--- config.mk ---
export PLATFORM = sky130hd
export DESIGN_NAME = seq_muldiv_unit
export DESIGN_NICKNAME = d
export VERILOG_FILES = /design/src/rtl/seq_muldiv_unit_pkg.sv /design/src/rtl/muldiv_step.sv /design/src/rtl/seq_muldiv_unit.sv
export SDC_FILE = /design/constraint.sdc
export NUM_CORES = 1
export LEC_CHECK = 0
export ABC_AREA = 1
export CAP_MARGIN = 20
export CORE_MARGIN = 2
export CORE_UTILIZATION = 50
export CTS_BUF_LIST = sky130_fd_sc_hd__clkbuf_8
export DETAILED_ROUTE_END_ITERATION = 12
export PLACE_DENSITY = 0.73
export SETUP_SLACK_MARGIN = 0.1
export SLEW_MARGIN = 5
export SYNTH_ARGS = -nofsm -noshare
export SYNTH_HDL_FRONTEND = slang
export SYNTH_HIERARCHICAL = 1
export SYNTH_SLANG_ARGS = --single-unit
--- constraint.sdc ---
create_clock -name i_clk -period 3.25 [get_ports i_clk]
set_input_delay 0.325 -clock i_clk [delete_from_list [all_inputs] [get_ports i_clk]]
set_output_delay 0.325 -clock i_clk [all_outputs]
set_load 0.02 [all_outputs]
--- src/rtl/seq_muldiv_unit_pkg.sv ---
// ---------------------------------------------------------------------------
// seq_muldiv_unit_pkg
//   Shared definitions for the iterative multiply/divide unit:
//   FSM state encoding, operation codes and the default operand width.
// ---------------------------------------------------------------------------
package seq_muldiv_unit_pkg;

  localparam int WIDTH_DEF = 16;

  typedef enum logic [1:0] {
    ST_IDLE = 2'd0,
    ST_RUN  = 2'd1,
    ST_DONE = 2'd2
  } state_t;

  localparam logic OP_MUL = 1'b0;
  localparam logic OP_DIV = 1'b1;

endpackage

--- src/rtl/muldiv_step.sv ---
// ---------------------------------------------------------------------------
// muldiv_step
//   Combinational single iteration of the multiply/divide unit.
//   Ports:
//     i_op    operation select (OP_MUL / OP_DIV)
//     i_acc   current accumulator (2*WIDTH+1 bits)
//               MUL: {upper partial product (WIDTH+1), multiplier bits (WIDTH)}
//               DIV: remainder in [WIDTH:0], upper bits zero
//     i_quo   DIV: dividend bits shifting out / quotient bits shifting in
//     i_a     multiplicand (MUL)
//     i_b     divisor (DIV)
//     o_acc   next accumulator
//     o_quo   next quotient register
// ---------------------------------------------------------------------------
module muldiv_step
  import seq_muldiv_unit_pkg::*;
#(
  parameter int WIDTH = WIDTH_DEF
) (
  input  logic             i_op,
  input  logic [2*WIDTH:0] i_acc,
  input  logic [WIDTH-1:0] i_quo,
  input  logic [WIDTH-1:0] i_a,
  input  logic [WIDTH-1:0] i_b,
  output logic [2*WIDTH:0] o_acc,
  output logic [WIDTH-1:0] o_quo
);

  logic [WIDTH:0]   w_sum;
  logic [WIDTH:0]   w_rem_sh;
  logic [WIDTH+1:0] w_trial;

  always_comb begin
    // MUL: add the multiplicand into the upper half when the current
    // multiplier bit (acc LSB) is set, then shift the whole accumulator right.
    w_sum    = i_acc[2*WIDTH:WIDTH] + (i_acc[0] ? {1'b0, i_a} : {(WIDTH+1){1'b0}});
    // DIV: bring the next dividend MSB into the remainder, then trial subtract.
    // The extra top bit of w_trial is the borrow (negative result).
    w_rem_sh = {i_acc[WIDTH-1:0], i_quo[WIDTH-1]};
    w_trial  = {1'b0, w_rem_sh} - {2'b00, i_b};

    o_acc = i_acc;
    o_quo = i_quo;
    if (i_op == OP_MUL) begin
      o_acc = {1'b0, w_sum, i_acc[WIDTH-1:1]};
    end else if (!w_trial[WIDTH+1]) begin
      o_acc = {{WIDTH{1'b0}}, w_trial[WIDTH:0]};
      o_quo = {i_quo[WIDTH-2:0], 1'b1};
    end else begin
      o_acc = {{WIDTH{1'b0}}, w_rem_sh};
      o_quo = {i_quo[WIDTH-2:0], 1'b0};
    end
  end

endmodule

--- src/rtl/seq_muldiv_unit.sv ---
// ---------------------------------------------------------------------------
// seq_muldiv_unit
//   Iterative unsigned WIDTH x WIDTH multiply / WIDTH / WIDTH divide.
//   One shift-add (MUL) or restoring-subtract (DIV) step per clock.
//
//   state   | meaning
//   --------+-----------------------------------------------------------
//   ST_IDLE | waiting for start; results held
//   ST_RUN  | one step per cycle, WIDTH steps total
//   ST_DONE | done strobe for one cycle; a new start is accepted here
//
//   Ports:
//     i_clk        clock
//     i_rst_n      synchronous active-low reset
//     i_start      operation request (accepted in IDLE or DONE)
//     i_op         0 = MUL, 1 = DIV
//     i_a, i_b     multiplicand/dividend, multiplier/divisor
//     o_busy       high while running
//     o_done       one-cycle completion strobe
//     o_result_lo  MUL: product low half;  DIV: quotient
//     o_result_hi  MUL: product high half; DIV: remainder
//     o_err        divide by zero, held until the next accepted start
// ---------------------------------------------------------------------------
module seq_muldiv_unit
  import seq_muldiv_unit_pkg::*;
#(
  parameter int WIDTH = WIDTH_DEF
) (
  input  logic             i_clk,
  input  logic             i_rst_n,
  input  logic             i_start,
  input  logic             i_op,
  input  logic [WIDTH-1:0] i_a,
  input  logic [WIDTH-1:0] i_b,
  output logic             o_busy,
  output logic             o_done,
  output logic [WIDTH-1:0] o_result_lo,
  output logic [WIDTH-1:0] o_result_hi,
  output logic             o_err
);

  localparam int CNT_W = $clog2(WIDTH) + 1;

  state_t           r_state;
  logic [CNT_W-1:0] r_cnt;
  logic             r_op;
  logic [WIDTH-1:0] r_a;
  logic [WIDTH-1:0] r_b;
  logic [2*WIDTH:0] r_acc;
  logic [WIDTH-1:0] r_quo;
  logic             r_busy;
  logic             r_done;
  logic             r_err;
  logic [WIDTH-1:0] r_result_lo;
  logic [WIDTH-1:0] r_result_hi;

  logic [2*WIDTH:0] w_acc;
  logic [WIDTH-1:0] w_quo;
  logic             w_accept;
  logic             w_div0;
  logic             w_last;

  muldiv_step #(.WIDTH(WIDTH)) u_step (
    .i_op  (r_op),
    .i_acc (r_acc),
    .i_quo (r_quo),
    .i_a   (r_a),
    .i_b   (r_b),
    .o_acc (w_acc),
    .o_quo (w_quo)
  );

  assign w_accept = i_start && ((r_state == ST_IDLE) || (r_state == ST_DONE));
  assign w_div0   = (i_op == OP_DIV) && (i_b == {WIDTH{1'b0}});
  assign w_last   = (r_cnt == CNT_W'(WIDTH - 1));

  always_ff @(posedge i_clk) begin
    if (!i_rst_n) begin
      r_state     <= ST_IDLE;
      r_cnt       <= '0;
      r_op        <= OP_MUL;
      r_a         <= '0;
      r_b         <= '0;
      r_acc       <= '0;
      r_quo       <= '0;
      r_busy      <= 1'b0;
      r_done      <= 1'b0;
      r_err       <= 1'b0;
      r_result_lo <= '0;
      r_result_hi <= '0;
    end else begin
      r_done <= 1'b0;
      if (w_accept) begin
        r_op  <= i_op;
        r_a   <= i_a;
        r_b   <= i_b;
        r_cnt <= '0;
        if (w_div0) begin
          // Divide by zero skips RUN entirely.
          r_state     <= ST_DONE;
          r_busy      <= 1'b0;
          r_done      <= 1'b1;
          r_err       <= 1'b1;
          r_result_lo <= {WIDTH{1'b1}};
          r_result_hi <= i_a;
        end else begin
          r_state <= ST_RUN;
          r_busy  <= 1'b1;
          r_err   <= 1'b0;
          // MUL keeps the multiplier in the low half of the accumulator;
          // DIV starts with a zero remainder and the dividend in r_quo.
          r_acc   <= (i_op == OP_MUL) ? {{(WIDTH+1){1'b0}}, i_b} : '0;
          r_quo   <= (i_op == OP_MUL) ? '0 : i_a;
        end
      end else begin
        case (r_state)
          ST_RUN: begin
            r_acc <= w_acc;
            r_quo <= w_quo;
            r_cnt <= r_cnt + 1'b1;
            if (w_last) begin
              r_state <= ST_DONE;
              r_busy  <= 1'b0;
              r_done  <= 1'b1;
              if (r_op == OP_MUL) begin
                r_result_lo <= w_acc[WIDTH-1:0];
                r_result_hi <= w_acc[2*WIDTH-1:WIDTH];
              end else begin
                r_result_lo <= w_quo;
                r_result_hi <= w_acc[WIDTH-1:0];
              end
            end
          end
          ST_DONE: r_state <= ST_IDLE;
          default: r_state <= ST_IDLE;
        endcase
      end
    end
  end

  assign o_busy      = r_busy;
  assign o_done      = r_done;
  assign o_err       = r_err;
  assign o_result_lo = r_result_lo;
  assign o_result_hi = r_result_hi;

endmodule
# Word-level counts from Yosys, hierarchy flattened
# Index checks and enable logic that the tools add are counted.
[totals] mem_bits_rw=0 romBits=0 ff_bits=124 word_cells=68 memories=0 latchBits=0 input_bits=36
[classes] n_mux=35 n_eq_ne=6 bitwise=1 n_div=0 n_reduce_logical=11 n_lt_le_gt_ge=0 mul=0 addsub=3 shift=0
[op_table] operator="$mux W16" count=17
[op_table] operator="$mux W33" count=4
[op_table] operator="$sub A17 B16 Y18" count=1
[op_table] operator="$add A17 B17 Y17" count=1
[op_table] operator="$mux W17" count=1
[op_table] operator="$logic_not A16 Y1" count=1
[op_table] operator="$mux W1" count=9
[op_table] operator="$mux W2" count=4
[op_table] operator="$add A5 B1 Y5 const B" count=1
[op_table] operator="$eq A5 B4 Y1 const B" count=1
[op_table] operator="$reduce_and A2 Y1" count=2
[op_table] operator="$reduce_bool A2 Y1" count=2
[op_table] operator="$ne A3 B3 Y1 const B" count=1
[op_table] operator="$reduce_and A3 Y1" count=1
[op_table] operator="$eq A2 B1 Y1 const B" count=1
[op_table] operator="$eq A2 B2 Y1 const B" count=1
[op_table] operator="$logic_and A1 B1 Y1" count=2
[op_table] operator="$logic_not A2 Y1" count=1
[op_table] operator="$ne A2 B1 Y1 const B" count=1
[op_table] operator="$ne A2 B2 Y1 const B" count=1
[op_table] operator="$reduce_or A2 Y1" count=1
[op_table] operator="$logic_or A1 B1 Y1" count=1
[op_table] operator="$not A1 Y1" count=1

# Depth between registers and ports, before layout
[depth] word_depth=7 mapped_depth=20 depth_no_buf=20

# By module
# The synthesis kept the hierarchy.
[modules_own_cells] module="seq_muldiv_unit" cells_each=848 seq_area_each_um2=2482.4 instances=1 area_each_um2=5968.2
[modules_own_cells] module="muldiv_step" cells_each=561 seq_area_each_um2=0.0 instances=1 area_each_um2=2791.4

# Least setup slack after synthesis
# Ideal clock, no wire load.
[synth_path] path_type="register -> register" startpoint="reg r_acc[0]" endpoint="reg r_result_hi[13] (netlist: o_result_hi[13])" setup_ns=0.115 path_buffers=2 t_required_ns=3.135 arrival_ns=2.448 stages_incl_launch_ff=18 path_slack_ns=0.687 cell_sequence="dfxtp_1 > clkbuf_1 > clkbuf_1 > nand2_1 > inv_1 > ha_1 > fa_1 > nand3_1 > nand2_1 > inv_1 > o21ai_0 > nand3b_1 > a21oi_1 > nor2_1 > o21ai_0 > o21ai_0 > a21oi_1 > nor2_1"
[synth_between] elab_chain_cells=7
[synth_lines] item="start, declared" line_no="seq_muldiv_unit.sv:49" source="logic [2*WIDTH:0] r_acc;"
[synth_lines] item="start signal, assigned" line_no="seq_muldiv_unit.sv:112" source="r_acc <= (i_op == OP_MUL) ? {{(WIDTH+1){1'b0}}, i_b} : '0;"
[synth_lines] item="start signal, assigned" line_no="seq_muldiv_unit.sv:118" source="r_acc <= w_acc;"
[synth_lines] item="$mux W16" line_no="muldiv_step.sv:36" source="w_sum = i_acc[2*WIDTH:WIDTH] + (i_acc[0] ? {1'b0, i_a} : {(WIDTH+1){1'b0}});"
[synth_lines] item="$add A17 B17 Y17" line_no="muldiv_step.sv:36"
[synth_lines] item="$mux W33" line_no="muldiv_step.sv:44" source="if (i_op == OP_MUL) begin"
[synth_lines] item="named net w_acc[29]" line_no="seq_muldiv_unit.sv:57" source="logic [2*WIDTH:0] w_acc;"
[synth_lines] item="$mux W16" line_no="seq_muldiv_unit.sv:125" source="if (r_op == OP_MUL) begin"
[synth_lines] item="$mux W16" line_no="seq_muldiv_unit.sv:121" source="if (w_last) begin"
[synth_lines] item="$mux W16" line_no="seq_muldiv_unit.sv:116" source="case (r_state)"
[synth_lines] item="$mux W16" line_no="seq_muldiv_unit.sv:93" source="if (w_accept) begin"
[synth_lines] item="end signal, assigned" line_no="seq_muldiv_unit.sv:105" source="r_result_hi <= i_a;"
[synth_lines] item="end signal, assigned" line_no="seq_muldiv_unit.sv:127" source="r_result_hi <= w_acc[2*WIDTH-1:WIDTH];"
[synth_lines] item="end signal, assigned" line_no="seq_muldiv_unit.sv:130" source="r_result_hi <= w_acc[WIDTH-1:0];"
[synth_lines] item="end, declared" line_no="seq_muldiv_unit.sv:55" source="logic [WIDTH-1:0] r_result_hi;"
# The timed path passes the listed nets, and every way through them passes these cells. The select of a mux whose other input is x is not followed.
# A chain may end at the register's enable or synchronous reset.

# Final worst setup path
[layout_path] startpoint="reg r_acc[11]" endpoint="reg r_result_hi[2] (netlist: o_result_hi[2])"
[layout_between] elab_chain_cells=7
[layout_lines] item="$sub A17 B16 Y18" line_no="muldiv_step.sv:40" source="w_trial = {1'b0, w_rem_sh} - {2'b00, i_b};"
[layout_lines] item="$mux W17" line_no="muldiv_step.sv:46" source="end else if (!w_trial[WIDTH+1]) begin"
[layout_lines] item="$mux W33" line_no="muldiv_step.sv:44"
[layout_lines] item="named net w_acc[2]" line_no="seq_muldiv_unit.sv:57"
[layout_lines] item="$mux W16" line_no="seq_muldiv_unit.sv:125"
[layout_lines] item="$mux W16" line_no="seq_muldiv_unit.sv:121"
[layout_lines] item="$mux W16" line_no="seq_muldiv_unit.sv:116"
[layout_lines] item="$mux W16" line_no="seq_muldiv_unit.sv:93"
# The timed path passes the listed nets, and every way through them passes these cells. The select of a mux whose other input is x is not followed.

==> flow_summary.json <==
{
  "syn_nets": 1481,
  "period_share": 0.894,
  "max_freq_mhz": 344,
  "drt_iter0_drc": 1046,
  "track_usage": 0.293,
  "rr_worst_depth": 15,
  "final_util": 0.573,
  "std_cell_rows": 48,
  "slew_viol_final": 0,
  "synth_ff_type": "dfxtp_1",
  "postRouteAntennaNets": 0,
  "crit_start": "r_acc[11]",
  "initial_core_util": 0.508,
  "holdPathStages": 2,
  "vias": 9371,
  "cp-start-kind": "flop",
  "skew_ps": 19.0,
  "cts_tree": "done",
  "place.gp.congestion": 0.939,
  "cts_buffers": 17,
  "area_growth_pct": 12.7,
  "slowest_delay_ps": 440,
  "worstPathMaxFanout": 17,
  "antennaDiodeCount": 0,
  "crit_family": "simple AND/OR/NAND/NOR gates",
  "layout_commonest_cell": "nand2_1",
  "port_buffers": 70,
  "post-place-ws_ps": 246,
  "required_ps": 3600,
  "critPathSlowestCell": "ha_1",
  "grt_pass1_wl_um": 42400,
  "layout_common_cells": "nand2_1, inv_1, a21oi_1",
  "layout_min_cycle_time_ps": 2900,
  "syn_area_per_cell_um2": 6.22,
  "fp.dieW_um": 136,
  "viasPerCell": 5.59,
  "place_area_um2": 9470,
  "totalPowerFinal_w": 0.00445,
  "boundaryPins": 71,
  "holdPathEnd": "r_a[4]",
  "synthArstFlopShare": 0,
  "ys_seq_elements": 124,
  "fin_area_um2": 9870,
  "clock_sinks": 124,
  "dpl.hpwl_um": 19100,
  "overflow": 0,
  "ir_drop_mv": 0.335,
  "grt_max_degree": 108,
  "cp_cell_sequence": "ha_1 -> nand2_2 -> nor2_1 -> and2_4 -> nand2_4 -> nand2_8 -> nand2_1 -> nand3_1 -> o21ai_0 -> inv_1 -> nand2_1 -> o21ai_0 -> o21ai_0 -> a21oi_1 -> nor2_1",
  "syn-cell-area_um2": 8760,
  "crit_top_cell": "o21ai_0",
  "drt-total-wl_um": 27300,
  "slew_headroom": 0.279,
  "synth_seq_area_share": 0.283,
  "fin_ws_ps": 345,
  "yosysUniqueCellTypes": 44,
  "drc_errors": 0,
  "r2r_start": "r_acc[11]",
  "syn_inst": 1409,
  "finalSetupViolations": 0,
  "hold_buffers": 0,
  "p_leak_nw": 4.63,
  "tightest_slew_ps": 1080,
  "drt_first_pass_iters": 6,
  "r2r_slack_ps": 350,
  "crit_path_end_kind": "flop",
  "grt_pass1_vias": 8129,
  "cp_data_arrival_time_ps": 3250,
  "nNetsFinal": 1509,
  "multi_input_area_um2": 5070,
  "yosys_warnings": 6,
  "root_buffer": "clkbuf_8",
  "seq_area_um2": 2480,
  "hp-class": "reg2reg",
  "status": "finished, final reports clean",
  "cts-htree-levels": 4,
  "drive_above_1_share": 0.0841,
  "synth_edf_count": 0,
  "dieArea_um2": 18600,
  "timing.final.hold_violations": 0,
  "antenna_found_initial": 0,
  "post_drt_wl_per_cell_um": 16.3,
  "fillers": 1733,
  "fin_tns_setup_ps": 0,
  "crit_buf_inv": 1,
  "cts_buffer_depth": 2,
  "clk_pin_slew_ps": 90,
  "regToRegEndpoint": "o_result_hi[2]",
  "fp.coreArea_um2": 17200,
  "rsz0062_at_grt": "yes",
  "hp-start": "r_a[4]",
  "critPathKind": "reg2reg",
  "die_h_um": 136,
  "drv_cap": 0,
  "clock_latency_ps": 470,
  "powerDensity_nw_per_um2": 450
}
-- layer usage --
metal / global-route usage / routed length [µm] / vias up
met3: 0.0466 / 1860 / 49
li1: - / - / 4568
met4: 0.0914 / 704 / 0
met1: 0.390 / 12100 / 4373
met2: 0.485 / 12700 / 381
met5: 0 / 0 / -
-- through the flow --
step	hold slack [ps]	cells
2_1_floorplan	435	1409
5_1_grt	481	1675
3_5_place_dp	458	1640
3_3_place_gp	453	1640
6_report	472	1675
4_1_cts	460	1672
-- kinds of logic after synthesis --
kind of cell               count (synthesis)  synth area share
AOI/OAI and AO/OA                        294             0.183
and+or+nand+nor                          662             0.334
adders and majority gates                 36            0.0531
other                                      1          0.000428
buffers and inverters                    285             0.139
xor gates and xnor gates                   7           0.00700
DFF                                      124             0.283
-- what timing repair did --
item                                    in CTS  in global routing
gates resized for setup                      0                  3
setup buffers                                0                  3
endpoints found under the setup margin       0                 20
-- cell type report --
type | instances | area share
Multi-Input combinational cell | 1000 | 0.514
Inverter | 201 | 0.0764
Clock buffer | 17 | 0.0237
Tap cell | 225 | 0.0285
Timing Repair Buffer | 93 | 0.0918
Sequential cell | 124 | 0.252
Clock inverter | 15 | 0.0139
-- power breakdown --
group	total [W]	internal [W]	switching, W
clock	0.00135	0.000567	0.000781
sequential	0.00166	0.00159	0.0000658
combinational	0.00144	0.000498	0.000940
-- Yosys cell counts, types with 5 or more instances --
cell type / instances / area, µm²
clkbuf_1: 40 / 150
buf_6: 6 / 67.6
buf_1: 6 / 22.5
nand4_1: 5 / 31.3
o21ai_1: 6 / 30.0
nand2_1: 382 / 1430
inv_1: 197 / 739
ha_1: 34 / 425
nor2_1: 113 / 424
nand2_2: 5 / 31.3
nand3_2: 23 / 230
xnor2_1: 5 / 43.8
a31oi_1: 17 / 106
buf_2: 24 / 120
a21oi_1: 135 / 676
o21ai_0: 96 / 480
o22ai_1: 16 / 100
a21oi_2: 18 / 158
nand3_1: 106 / 531
nor3_1: 8 / 40.0
dfxtp_1: 124 / 2480
-- registers in the layout (all words and copies together), names as in the netlist --
register / cells
o_busy: 1
o_done: 1
o_err: 1
o_result_hi: 16
o_result_lo: 16
r_a: 16
r_acc: 33
r_b: 16
r_cnt: 5
r_op: 1
r_quo: 16
r_state: 2
-- worst max-delay path by stage --
| stage | slack [ps] | end | cells past startpoint |
|---|---|---|---|
| global placement | 270 | o_result_lo[12] | 18 |
| finish | 350 | o_result_hi[2] | 15 |
| CTS | 210 | o_result_hi[15] | 17 |
| floorplan | 690 | o_result_hi[13] | 17 |
| global route | 90 | o_result_hi[15] | 16 |
| detailed placement | 250 | o_result_lo[12] | 18 |
-- tightest hold or removal path, stage by stage, from the launching register on --
cell	delay (ps)
dfxtp_1	320
nand2_1	60
a21oi_1	50
No activity file was read; power rests on OpenSTA's default activity.
